## src/rtl/packet_arbiter_if.sv

```systemverilog
// Bundle of the source-FIFO read port and the serialized output stream that
// connects packet_arbiter to its sources and to the host-link consumer.
interface packet_arbiter_if #(
    parameter int NUM_SRC = 4
);
    logic [NUM_SRC*128-1:0] SRC_FIFO_DATA;
    logic [NUM_SRC-1:0]     SRC_FIFO_EMPTY;
    logic [NUM_SRC-1:0]     SRC_FIFO_READ;
    logic [31:0]            OUT_DATA;
    logic                   OUT_VALID;
    logic                   OUT_READY;
    logic                   OUT_LAST;
    logic [1:0]             OUT_SRC;
    logic [15:0]            PKT_COUNT;

    // Arbiter side: reads FIFOs, drives the word stream.
    modport master (
        input  SRC_FIFO_DATA, SRC_FIFO_EMPTY, OUT_READY,
        output SRC_FIFO_READ, OUT_DATA, OUT_VALID, OUT_LAST, OUT_SRC, PKT_COUNT
    );

    // Environment side: FIFOs and the word-stream consumer.
    modport slave (
        output SRC_FIFO_DATA, SRC_FIFO_EMPTY, OUT_READY,
        input  SRC_FIFO_READ, OUT_DATA, OUT_VALID, OUT_LAST, OUT_SRC, PKT_COUNT
    );
endinterface

```

## src/rtl/packet_arbiter.sv

```systemverilog
// Round-robin arbiter over up to four standard-read source FIFOs. Each
// selected 128-bit packet is read once, captured, and sent as four 32-bit
// words (header first, timestamp last) on a valid/ready stream.
module packet_arbiter #(
    parameter int NUM_SRC = 4
) (
    input  logic              CLK,
    input  logic              RESET,
    input  logic              ARB_ENABLE,
    packet_arbiter_if.master  bus
);

    typedef enum logic [1:0] {
        ST_IDLE    = 2'd0,
        ST_READ    = 2'd1,
        ST_CAPTURE = 2'd2,
        ST_SEND    = 2'd3
    } state_t;

    state_t               state_r;
    state_t               state_nxt_s;
    logic [1:0]           sel_r;
    logic [1:0]           last_served_r;
    logic [1:0]           pick_s;
    logic [3:0]           empty_pad_s;
    logic                 any_s;
    logic                 go_s;
    logic                 accept_s;
    logic                 done_s;
    logic [127:0]         src_word_s [4];
    logic [127:0]         cap_s;
    logic [127:0]         shift_r;
    logic [1:0]           idx_r;
    logic [NUM_SRC-1:0]   read_r;
    logic [31:0]          out_data_r;
    logic                 out_valid_r;
    logic                 out_last_r;
    logic [1:0]           out_src_r;
    logic [15:0]          pkt_count_r;

    // First non-empty source after 'last' in circular order; only called when
    // at least one source is non-empty, so the fallback value is never used.
    function automatic logic [1:0] rr_pick(input logic [1:0] last,
                                           input logic [3:0] empty_mask);
        logic [1:0] pick_v;
        logic       found_v;
        int         cand_v;
        pick_v  = 2'd0;
        found_v = 1'b0;
        for (int k = 1; k <= NUM_SRC; k++) begin
            cand_v = (int'(last) + k) % NUM_SRC;
            if (!found_v && !empty_mask[cand_v[1:0]]) begin
                pick_v  = cand_v[1:0];
                found_v = 1'b1;
            end
        end
        return pick_v;
    endfunction

    // Unused source slots look permanently empty and carry zero data.
    for (genvar g = 0; g < 4; g++) begin : g_src
        if (g < NUM_SRC) begin : g_used
            assign empty_pad_s[g] = bus.SRC_FIFO_EMPTY[g];
            assign src_word_s[g]  = bus.SRC_FIFO_DATA[128*g +: 128];
        end else begin : g_unused
            assign empty_pad_s[g] = 1'b1;
            assign src_word_s[g]  = 128'd0;
        end
    end

    assign any_s    = ~&empty_pad_s;
    assign pick_s   = rr_pick(last_served_r, empty_pad_s);
    assign cap_s    = src_word_s[sel_r];
    assign accept_s = (state_r == ST_SEND) && bus.OUT_READY;
    assign done_s   = accept_s && (idx_r == 2'd3);

    // State register.
    always_ff @(posedge CLK or posedge RESET) begin
        if (RESET) begin
            state_r <= ST_IDLE;
        end else begin
            state_r <= state_nxt_s;
        end
    end

    // Next-state logic; ARB_ENABLE only gates leaving IDLE.
    always_comb begin
        state_nxt_s = state_r;
        go_s        = 1'b0;
        case (state_r)
            ST_IDLE: begin
                if (ARB_ENABLE && any_s) begin
                    go_s        = 1'b1;
                    state_nxt_s = ST_READ;
                end else begin
                    state_nxt_s = ST_IDLE;
                end
            end
            ST_READ:    state_nxt_s = ST_CAPTURE;
            ST_CAPTURE: state_nxt_s = ST_SEND;
            ST_SEND: begin
                if (done_s) begin
                    state_nxt_s = ST_IDLE;
                end else begin
                    state_nxt_s = ST_SEND;
                end
            end
            default:    state_nxt_s = ST_IDLE;
        endcase
    end

    // Selection, read strobe, capture/serialize datapath and packet counter.
    always_ff @(posedge CLK or posedge RESET) begin
        if (RESET) begin
            sel_r         <= 2'd0;
            last_served_r <= 2'(NUM_SRC - 1);
            read_r        <= '0;
            shift_r       <= 128'd0;
            idx_r         <= 2'd0;
            out_data_r    <= 32'd0;
            out_valid_r   <= 1'b0;
            out_last_r    <= 1'b0;
            out_src_r     <= 2'd0;
            pkt_count_r   <= 16'd0;
        end else begin
            // Strobe is high exactly during READ, for the source picked in IDLE.
            for (int i = 0; i < NUM_SRC; i++) begin
                read_r[i] <= go_s && (pick_s == 2'(i));
            end
            if (go_s) begin
                sel_r <= pick_s;
            end
            case (state_r)
                ST_CAPTURE: begin
                    // FIFO dout became valid on the edge that ended READ.
                    shift_r     <= cap_s;
                    out_data_r  <= cap_s[127:96];
                    out_valid_r <= 1'b1;
                    out_last_r  <= 1'b0;
                    out_src_r   <= sel_r;
                    idx_r       <= 2'd0;
                end
                ST_SEND: begin
                    if (accept_s) begin
                        if (idx_r == 2'd3) begin
                            out_valid_r   <= 1'b0;
                            out_last_r    <= 1'b0;
                            pkt_count_r   <= pkt_count_r + 16'd1;
                            last_served_r <= sel_r;
                        end else begin
                            out_data_r <= shift_r[95:64];
                            shift_r    <= {shift_r[95:0], 32'd0};
                            idx_r      <= idx_r + 2'd1;
                            out_last_r <= (idx_r == 2'd2);
                        end
                    end
                end
                default: begin
                end
            endcase
        end
    end

    assign bus.SRC_FIFO_READ = read_r;
    assign bus.OUT_DATA      = out_data_r;
    assign bus.OUT_VALID     = out_valid_r;
    assign bus.OUT_LAST      = out_last_r;
    assign bus.OUT_SRC       = out_src_r;
    assign bus.PKT_COUNT     = pkt_count_r;

endmodule

```

## src/flat_wrapper.sv

```systemverilog
// flat-port wrapper written by rule: the top's interface ports become plain ports
module packet_arbiter_flat 
#(
    parameter int NUM_SRC = 4
)
  (CLK, RESET, ARB_ENABLE, bus_SRC_FIFO_DATA, bus_SRC_FIFO_EMPTY, bus_OUT_READY, bus_SRC_FIFO_READ, bus_OUT_DATA, bus_OUT_VALID, bus_OUT_LAST, bus_OUT_SRC, bus_PKT_COUNT);
  packet_arbiter_if #(.NUM_SRC(NUM_SRC)) bus_i ();
  input  logic CLK;
  input  logic RESET;
  input  logic ARB_ENABLE;
  input wire logic [$bits(bus_i.SRC_FIFO_DATA)-1:0] bus_SRC_FIFO_DATA;
  input wire logic [$bits(bus_i.SRC_FIFO_EMPTY)-1:0] bus_SRC_FIFO_EMPTY;
  input wire logic [$bits(bus_i.OUT_READY)-1:0] bus_OUT_READY;
  output wire logic [$bits(bus_i.SRC_FIFO_READ)-1:0] bus_SRC_FIFO_READ;
  output wire logic [$bits(bus_i.OUT_DATA)-1:0] bus_OUT_DATA;
  output wire logic [$bits(bus_i.OUT_VALID)-1:0] bus_OUT_VALID;
  output wire logic [$bits(bus_i.OUT_LAST)-1:0] bus_OUT_LAST;
  output wire logic [$bits(bus_i.OUT_SRC)-1:0] bus_OUT_SRC;
  output wire logic [$bits(bus_i.PKT_COUNT)-1:0] bus_PKT_COUNT;
  assign bus_i.SRC_FIFO_DATA = bus_SRC_FIFO_DATA;
  assign bus_i.SRC_FIFO_EMPTY = bus_SRC_FIFO_EMPTY;
  assign bus_i.OUT_READY = bus_OUT_READY;
  assign bus_SRC_FIFO_READ = bus_i.SRC_FIFO_READ;
  assign bus_OUT_DATA = bus_i.OUT_DATA;
  assign bus_OUT_VALID = bus_i.OUT_VALID;
  assign bus_OUT_LAST = bus_i.OUT_LAST;
  assign bus_OUT_SRC = bus_i.OUT_SRC;
  assign bus_PKT_COUNT = bus_i.PKT_COUNT;
  packet_arbiter #(.NUM_SRC(NUM_SRC)) u_core (.CLK(CLK), .RESET(RESET), .ARB_ENABLE(ARB_ENABLE), .bus(bus_i));
endmodule
```

## config.mk

```make
export PLATFORM = sky130hd
export DESIGN_NAME = packet_arbiter_flat
export DESIGN_NICKNAME = d
export VERILOG_FILES = /design/src/rtl/packet_arbiter_if.sv /design/src/rtl/packet_arbiter.sv /design/src/flat_wrapper.sv
export SDC_FILE = /design/constraint.sdc
export NUM_CORES = 1
export LEC_CHECK = 0
export CORE_AREA = 2 2 223 225
export DETAILED_ROUTE_END_ITERATION = 12
export DIE_AREA = 0 0 225 227
export GPL_TIMING_DRIVEN = 0
export PLACE_DENSITY_LB_ADDON = 0.05
export SLEW_MARGIN = 20
export SYNTH_ARGS = -nofsm -noshare
export SYNTH_HDL_FRONTEND = slang
export SYNTH_SLANG_ARGS = --single-unit
```

## constraint.sdc

```tcl
create_clock -name CLK -period 12.6 [get_ports CLK]
set_input_delay 1.26 -clock CLK [delete_from_list [all_inputs] [get_ports CLK]]
set_output_delay 1.26 -clock CLK [all_outputs]
set_load 0.005 [all_outputs]
```

* After elaboration in Yosys (flattened, before gate mapping)
Index checks and enable logic that the tools add are counted.
** Word-level totals
- Bits in registers :: 160
- Latch bits :: 0
- Bits in writable memories :: 0
- ROM bits :: 0
- Output and inout bits :: 56
- Memories kept :: 0
** Operators by class
- Add/subtract/negate cells :: 6
- $mul :: 0
- Divide/modulo/power cells :: 0
- Magnitude comparators :: 5
- Equality and inequality tests :: 11
- Shift-type cells :: 0
- Mux-type cells :: 38
- Bitwise logic cells :: 1
- Reduce and logical (&&, ||, !) cells :: 24
** Operator list (number)
- $bmux 128 s2 :: 1
- $mux 128 :: 2
- $mux 96 :: 2
- $pmux 96 s2 :: 1
- $mux 32 :: 2
- $pmux 32 s2 :: 1
- $add 16x1->16 const B :: 1
- $mux 1 :: 14
- $mux 2 :: 7
- $eq 2x2->1 const B :: 6
- $lt 2x3->1 const B :: 4
- $logic_and 1x1->1 :: 10
- $reduce_and 3->1 :: 3
- $bmux 1 s2 :: 4
- $pmux 2 s4 :: 1
- $add 2x1->2 const B :: 3
- $logic_not 1->1 :: 6
- $add 2x2->2 const B :: 2
- $eq 2x1->1 const B :: 2
- $logic_not 2->1 :: 2
- $ne 2x2->1 const B :: 2
- $pmux 1 s2 :: 2
- $pmux 2 s2 :: 1
- $reduce_and 4->1 :: 1
- 5 further kinds :: 5

* Depth between registers and ports, before layout
Gate-level depths: netlist of the first run.
- Depth in word-level cells :: 14
- Mapped depth :: 7

* Worst setup path after synthesis of the first run
OpenSTA, ideal clock, no wires.
- Path kind :: input to register
- Start :: in bus_OUT_READY
- End :: reg u_core.out_data_r[12], in the netlist u_core.bus.OUT_DATA[12]
- Setup time :: 0.066 ns
- Data arrival time :: 2.151 ns
- Path slack :: 10.383 ns
- Cell stages on the path :: 6
- Cell sequence :: nor2b_1 > o21ai_2 > buf_2 > buf_2 > a22oi_1 > nand2_1
** Between the ends
- Longest elaborated chain between the ends :: 3
** Ends and longest elaborated chain
- start, declared :: line flat_wrapper.sv:13 : input wire logic [$bits(bus_i.OUT_READY)-1:0] bus_OUT_READY;
- $logic_and 1x1->1 :: line packet_arbiter.sv:74 : assign accept_s = (state_r == ST_SEND) && bus.OUT_READY;
- $ne 2x1->1 (no line)
- $reduce_and 3->1 (no line)
- end signal, assigned :: line packet_arbiter.sv:137 : out_data_r <= cap_s[127:96];
- end signal, assigned :: line packet_arbiter.sv:151 : out_data_r <= shift_r[95:64];
- end, declared :: line packet_arbiter.sv:35 : logic [31:0] out_data_r;
No other way between the ends.
A chain may end at the register's enable or synchronous reset.

* Worst setup path after layout of the first run
Same ends and word-level chain as after synthesis.

==> results of run 1 <==
-- synth_stat cells, drive strengths merged --
cell	instances	area, sq um
o22ai	34	212.7
a21o	1	7.510
nor2b	6	37.54
buf	46	379.1
nor3b	2	15.01
a31oi	2	12.51
and4b	1	10.01
xnor2	12	105.1
inv	6	22.52
o211ai	20	150.1
xor2	3	26.28
and3	2	12.51
a21boi	1	11.26
and4bb	1	12.51
clkbuf	29	108.9
nand4	5	31.28
and4	4	35.03
ha	3	37.54
and2	2	12.51
mux4	128	2932
nand2b	2	12.51
or3b	1	8.760
dfrtp	158	3954
nand2	58	217.7
o21ai	40	204.0
nand3	6	30.03
nor2	116	435.4
dfstp	2	52.55
a22o	32	280.3
a21oi	89	445.4
a2111oi	1	8.760
a22oi	20	150.1
mux2	2	22.52
-- report_power, final --
| group | switching (uW) | internal [uW] |
|---|---|---|
| sequential | 202 | 748 |
| combinational | 767 | 724 |
| clock | 227 | 306 |
-- worst max-delay path: cells and delay by family --
| family | cells | cell delay (ns) |
|---|---|---|
| AOI/OAI and AO/OA | 2 | 0.64 |
| buffers and inverters | 3 | 1.23 |
| and+or+nand+nor | 2 | 0.28 |
-- sequential cells by signal (all words and copies together), names as in the netlist --
name,count
u_core.bus.OUT_DATA,32
u_core.bus.OUT_LAST,1
u_core.bus.OUT_SRC,2
u_core.bus.OUT_VALID,1
u_core.bus.PKT_COUNT,16
u_core.bus.SRC_FIFO_READ,4
u_core.idx_r,2
u_core.last_served_r,2
u_core.sel_r,2
u_core.shift_r,96
u_core.state_r,2
-- layout make-up --
cell class	instances	area (sq um)
tap	622	778.2
clock inverter	10	110.1
fill	4865	31390
sequential	160	4006
multi-input combinational	594	5477
clock buffer	22	474.2
inverter	6	30.03
buffer	75	488.0
timing repair buffer	576	5783
antenna	4	10.01
-- path summary, 6_finish.rpt --
path                                                      start                                    to  slack [ns]  cells past startpoint
min                        u_core.bus.PKT_COUNT[15]$_DFFE_PP0P_  u_core.bus.PKT_COUNT[15]$_DFFE_PP0P_        0.48                      1
max reg2reg                         u_core.idx_r[0]$_DFFE_PP0P_   u_core.bus.OUT_DATA[12]$_DFFE_PP0P_       10.23                      7
max in group asynchronous                                 RESET        u_core.shift_r[58]$_DFFE_PP0P_       10.39                      3
max                                               bus_OUT_READY   u_core.bus.OUT_DATA[12]$_DFFE_PP0P_        9.56                      7
min reg2reg                u_core.bus.PKT_COUNT[15]$_DFFE_PP0P_  u_core.bus.PKT_COUNT[15]$_DFFE_PP0P_        0.48                      1
min in group asynchronous                                 RESET    u_core.bus.OUT_DATA[4]$_DFFE_PP0P_        1.32                      2
-- logic make-up (layout without fill, tap and decap cells) --
kind of cell | Yosys count | after routing | synth area share (%)
other | 0 | 4 | 0
buffers and inverters | 81 | 689 | 5.108
AOI/OAI and AO/OA | 240 | 240 | 14.84
muxes | 130 | 130 | 29.56
adders and majority gates | 3 | 3 | 0.3757
DFF | 160 | 160 | 40.09
and+or+nand+nor | 206 | 206 | 8.714
xor gates and xnor gates | 15 | 15 | 1.315
-- through the flow --
step                worst slack [ns]  utilization (%)  instances  power (uW)  area, sq um
floorplan                      7.023                -        835        1718         9993
global placement               3.999            34.04       2032        2471        16530
detailed placement             9.036            34.12       2033        2488        16560
CTS                            9.498            35.32       2065        3032        17150
global route                   9.416            35.33       2067        3189        17150
finish                         9.556            35.34       2069        2975        17160
-- routing by layer --
| layer | routed length (um) | part of all wire, % |
|---|---|---|
| met4 | 465 | 0.90 |
| met1 | 22470 | 43 |
| met3 | 2969 | 5.7 |
| met2 | 25860 | 50 |
| met5 | 13 | 0.025 |
==> results.sh, run 1 <==
export IMPL_wire_per_inst_um=25.03
export IMPL_slew_violations=0
export IMPL_fmax_ghz=0.3285
export IMPL_final_nets=1953
export IMPL_cts_resized=0
export IMPL_antenna_found_initial=4
export IMPL_layout_drive_gt1_share_pct=13.58
export IMPL_drc=0
export IMPL_path_max_fanout=10
export IMPL_slowest_stage="clkdlybuf4s50_1"
export IMPL_syn2layout_area_growth_pct=71.68
export IMPL_antenna_left=0
export IMPL_grt_start_max_net_pins=85
export IMPL_rsz0062_at_grt="false"
export IMPL_post_cts_setup_buffer_count=0
export IMPL_synthCells=835
export IMPL_synth_area_per_cell_sq_um=11.97
export IMPL_synth_seq_cells=160
export IMPL_grt_pass1_vias=10310
export IMPL_htreeDepth=4
export IMPL_place_hpwl_um=42810
export IMPL_ioPinCount=576
export IMPL_grt_pass1_wl_um=71980
export IMPL_fp_row_count=81
export IMPL_finalHoldViolations=0
export IMPL_arrival_ns=3.42
export IMPL_syn_num_nets=1358
export IMPL_crit_path_end_kind="flop"
export IMPL_period_needed_ns=3.044
export IMPL_cts_sinks=160
export IMPL_first_pass_iters=4
export IMPL_cts_hold_buf=0
export IMPL_grt_util_met2_pct=34.17
export IMPL_powerDensity_mw_per_mm2=173.4
export IMPL_grt_remaining_overflow=0
export IMPL_core_sq_mm=0.04855
export IMPL_relSlewSlack_pct=47.37
export IMPL_final_common_cell="clkdlybuf4s50_1"
export IMPL_layout_common_cells="clkdlybuf4s50_1 (575), dfrtp_1 (158), nor2_1 (116)"
export IMPL_numPortBuffers=575
export IMPL_p_leak_uw=0.006519
export IMPL_synthDistinctLibCells=40
export IMPL_irDropWorstVdd_mv=0.07632
export IMPL_drt_initial_drc_count=540
export IMPL_ys_warn_count=0
export IMPL_dieArea_sq_mm=0.05108
export IMPL_grtUsageMet1_pct=25.82
export IMPL_outcome="completed"
export IMPL_hold_path_class="flop to flop"
export IMPL_grt_use_met3_pct=4.285
export IMPL_cts_tree="done"
export IMPL_grt_use_total_pct=19.88
export IMPL_start_util_pct=20.59
export IMPL_drt_vias_per_instance=4.645
export IMPL_vias=9611
export IMPL_clockBufferDepth=2
export IMPL_crit_type="primary input to flop"
export IMPL_clock_root_buffer="clkbuf_16"
export IMPL_critPathMaxStageDelay_ns=0.62
export IMPL_gp_congestion=0.7694
export IMPL_grt_busiest_layer="met2"
export IMPL_clk_latency_ns=0.44
export IMPL_setup_viol=0
export IMPL_fin_crit_sh_pct=24.16
export IMPL_cap_violations=0
export IMPL_seq_area_frac_synth_pct=40.09
export IMPL_fp_dieW_um=225
export IMPL_max_slew_worst_pin_slew_ns=0.7895
export IMPL_cp_cell_sequence="clkdlybuf4s50_1, nand2b_1, a21boi_2, buf_4, buf_2, o211ai_1, nand2_1"
export IMPL_cts_buffers=17
export IMPL_holdWs_ns=0.4751
export IMPL_path_clk_slew_ns=0.06
export IMPL_critPathLaunchType="primary input"
export IMPL_die_h_um=227
export IMPL_clock_skew_ns=0.007049
export IMPL_synth_area_sq_mm=0.009993
export IMPL_wl_um=51790
export IMPL_cp_required_ns=12.98
export IMPL_fin_tns_setup_ns=0
Power figures use the tool's default switching activity.
==> run 2: changes to the inputs <==
- CORE_AREA: 2 2 223 225 -> 2 2 225 227
- DIE_AREA: 0 0 225 227 -> 0 0 227 229
- clock period: 12.6 -> 3.1 ns (I/O delays scaled with it)
==> results.sh, run 2 (same netlist as run 1, synthesis figures left out) <==
export IMPL_outcome="completed"
export IMPL_wl_um=52040
export IMPL_cts_sinks=160
export IMPL_clock_root_buffer="clkbuf_16"
export IMPL_cts_hold_buf=0
export IMPL_finish_instance_area_sq_mm=0.01736
export IMPL_core_sq_mm=0.04966
export IMPL_final_util_pct=34.96
export IMPL_crit_path_end_kind="flop"
export IMPL_grt_remaining_overflow=0
export IMPL_drt_vias_per_instance=4.548
export IMPL_fin_tns_setup_ns=0
export IMPL_gp_congestion=0.7804
export IMPL_setup_viol=0
export IMPL_final_common_cell="clkdlybuf4s50_1"
export IMPL_cp_cell_sequence="ha_1, nand2b_1, a21boi_2, buf_4, buf_2, o211ai_1, nand2_1"
export IMPL_hold_path_class="primary input to asynchronous set/reset pin"
export IMPL_clock_skew_ns=0.01125
export IMPL_fin_crit_sh_pct=76.28
export IMPL_path_delay_family="compound AO/OA/AOI/OAI gates"
export IMPL_drt_initial_drc_count=436
export IMPL_fp_dieW_um=227
export IMPL_htreeDepth=4
export IMPL_powerDensity_mw_per_mm2=705.4
export IMPL_start_util_pct=20.12
export IMPL_layout_drive_gt1_share_pct=13.95
export IMPL_cts_tree="done"
export IMPL_cap_violations=0
export IMPL_fp_row_count=82
export IMPL_path_clk_slew_ns=0.07
export IMPL_die_h_um=229
export IMPL_slew_violations=0
export IMPL_dpl_cell_area_sq_mm=0.01673
export IMPL_drc=0
export IMPL_antenna_left=0
export IMPL_first_pass_iters=5
export IMPL_arrival_ns=2.74
export IMPL_critPathLaunchType="flop"
export IMPL_slowest_stage="a21boi_2"
export IMPL_grt_pass1_vias=10710
export IMPL_grt_pass1_wl_um=73520
export IMPL_fmax_ghz=0.4229
export IMPL_vias=9647
export IMPL_relSlewSlack_pct=40.60
export IMPL_period_needed_ns=2.365
export IMPL_clockBufferDepth=2
export IMPL_numPortBuffers=575
export IMPL_r2r_cells=7
export IMPL_registers_top_by_ff_count="u_core.shift_r"
export IMPL_r2r_start="u_core.idx_r[0]$_DFFE_PP0P_"
export IMPL_largest_reg_flops=96
export IMPL_grt_use_total_pct=19.90
export IMPL_crit_buf_inv=2
export IMPL_max_slew_worst_pin_slew_ns=0.8910
export IMPL_cts_buffers=17
export IMPL_critPathMaxStageDelay_ns=0.45
export IMPL_final_nets=1958
export IMPL_antenna_found_initial=1
export IMPL_cts_resized=0
export IMPL_ioPinCount=576
export IMPL_wire_per_inst_um=24.54
export IMPL_path_max_fanout=10
export IMPL_place_hpwl_um=43360
export IMPL_cp_required_ns=3.48
export IMPL_post_cts_setup_buffer_count=0
export IMPL_clk_latency_ns=0.44
export IMPL_dieArea_sq_mm=0.05198
export IMPL_p_leak_uw=0.006589
export IMPL_finalHoldViolations=0
export IMPL_worst_r2r_setup_slack_ns=0.74
export IMPL_grt_start_max_net_pins=32
export IMPL_r2r_end="u_core.bus.OUT_DATA[12]$_DFFE_PP0P_"
export IMPL_layout_common_cells="clkdlybuf4s50_1 (575), dfrtp_1 (158), nor2_1 (116)"
export IMPL_rsz0062_at_grt="false"
export IMPL_irDropWorstVdd_mv=0.3384
export IMPL_fillers=5065
export IMPL_syn2layout_area_growth_pct=73.71
export IMPL_crit_type="flop to flop"
==> run 2: worst max-delay path by stage <==
stage,from,end,cells after the start
2_1_floorplan,RESET,u_core.bus.OUT_DATA[0]$_DFFE_PP0P_,1
3_3_place_gp,RESET,u_core.shift_r[17]$_DFFE_PP0P_,2
3_5_place_dp,bus_OUT_READY,u_core.bus.OUT_DATA[12]$_DFFE_PP0P_,7
4_1_cts,u_core.idx_r[0]$_DFFE_PP0P_,u_core.bus.OUT_DATA[12]$_DFFE_PP0P_,7
5_1_grt,u_core.idx_r[0]$_DFFE_PP0P_,u_core.bus.OUT_DATA[12]$_DFFE_PP0P_,7
6_report,u_core.idx_r[0]$_DFFE_PP0P_,u_core.bus.OUT_DATA[12]$_DFFE_PP0P_,7
==> run 2: worst register-to-register path, cell delays in order (launching register included) <==
cell	delay [ns]
dfrtp_1	0.41
ha_1	0.29
nand2b_1	0.22
a21boi_2	0.45
buf_4	0.32
buf_2	0.28
o211ai_1	0.21
nand2_1	0.12
==> run 2: area by class of cell <==
cell class,instances,area [sq um],area share (%)
antenna,1,2.502,0.01442
buffer,75,488.0,2.811
clock buffer,19,442.9,2.552
clock inverter,13,185.2,1.067
inverter,6,26.28,0.1514
multi-input combinational,594,5477,31.55
sequential,160,4006,23.08
tap,672,840.8,4.844
timing repair buffer,581,5891,33.93
==> run 2: where the power goes <==
group	leakage, uW	internal, uW	switching (uW)
combinational	0.00434	2960	3130
sequential	0.00195	3040	803
clock	0.000304	1370	939
==> run 2: layer usage <==
| metal | vias up | routed length [um] | part of all wire (%) | GRT usage (%) |
|---|---|---|---|---|
| met5 | - | 0 | 0 | 0 |
| met3 | 26 | 2689 | 5.2 | 3.502 |
| met1 | 4829 | 22410 | 43 | 25.18 |
| met2 | 342 | 26270 | 50 | 35.20 |
| li1 | 4450 | - | - | - |
| met4 | 0 | 664 | 1.3 | 4.289 |
==> run 2: per-stage QoR <==
| stage | setup WS [ns] | power, uW | std cells | hold slack (ns) |
|---|---|---|---|---|
| 6_report | 0.7354 | 12240 | 2121 | 0.3150 |
| 5_1_grt | 0.5701 | 13110 | 2121 | 0.3672 |
| 4_1_cts | 0.6391 | 12480 | 2120 | 0.3158 |
| 3_5_place_dp | 0.4777 | 10120 | 2088 | 0.4706 |
| 3_3_place_gp | -1.046 | 10050 | 2082 | 0.4652 |
| 2_1_floorplan | 0.7628 | 6983 | 835 | 0.4145 |
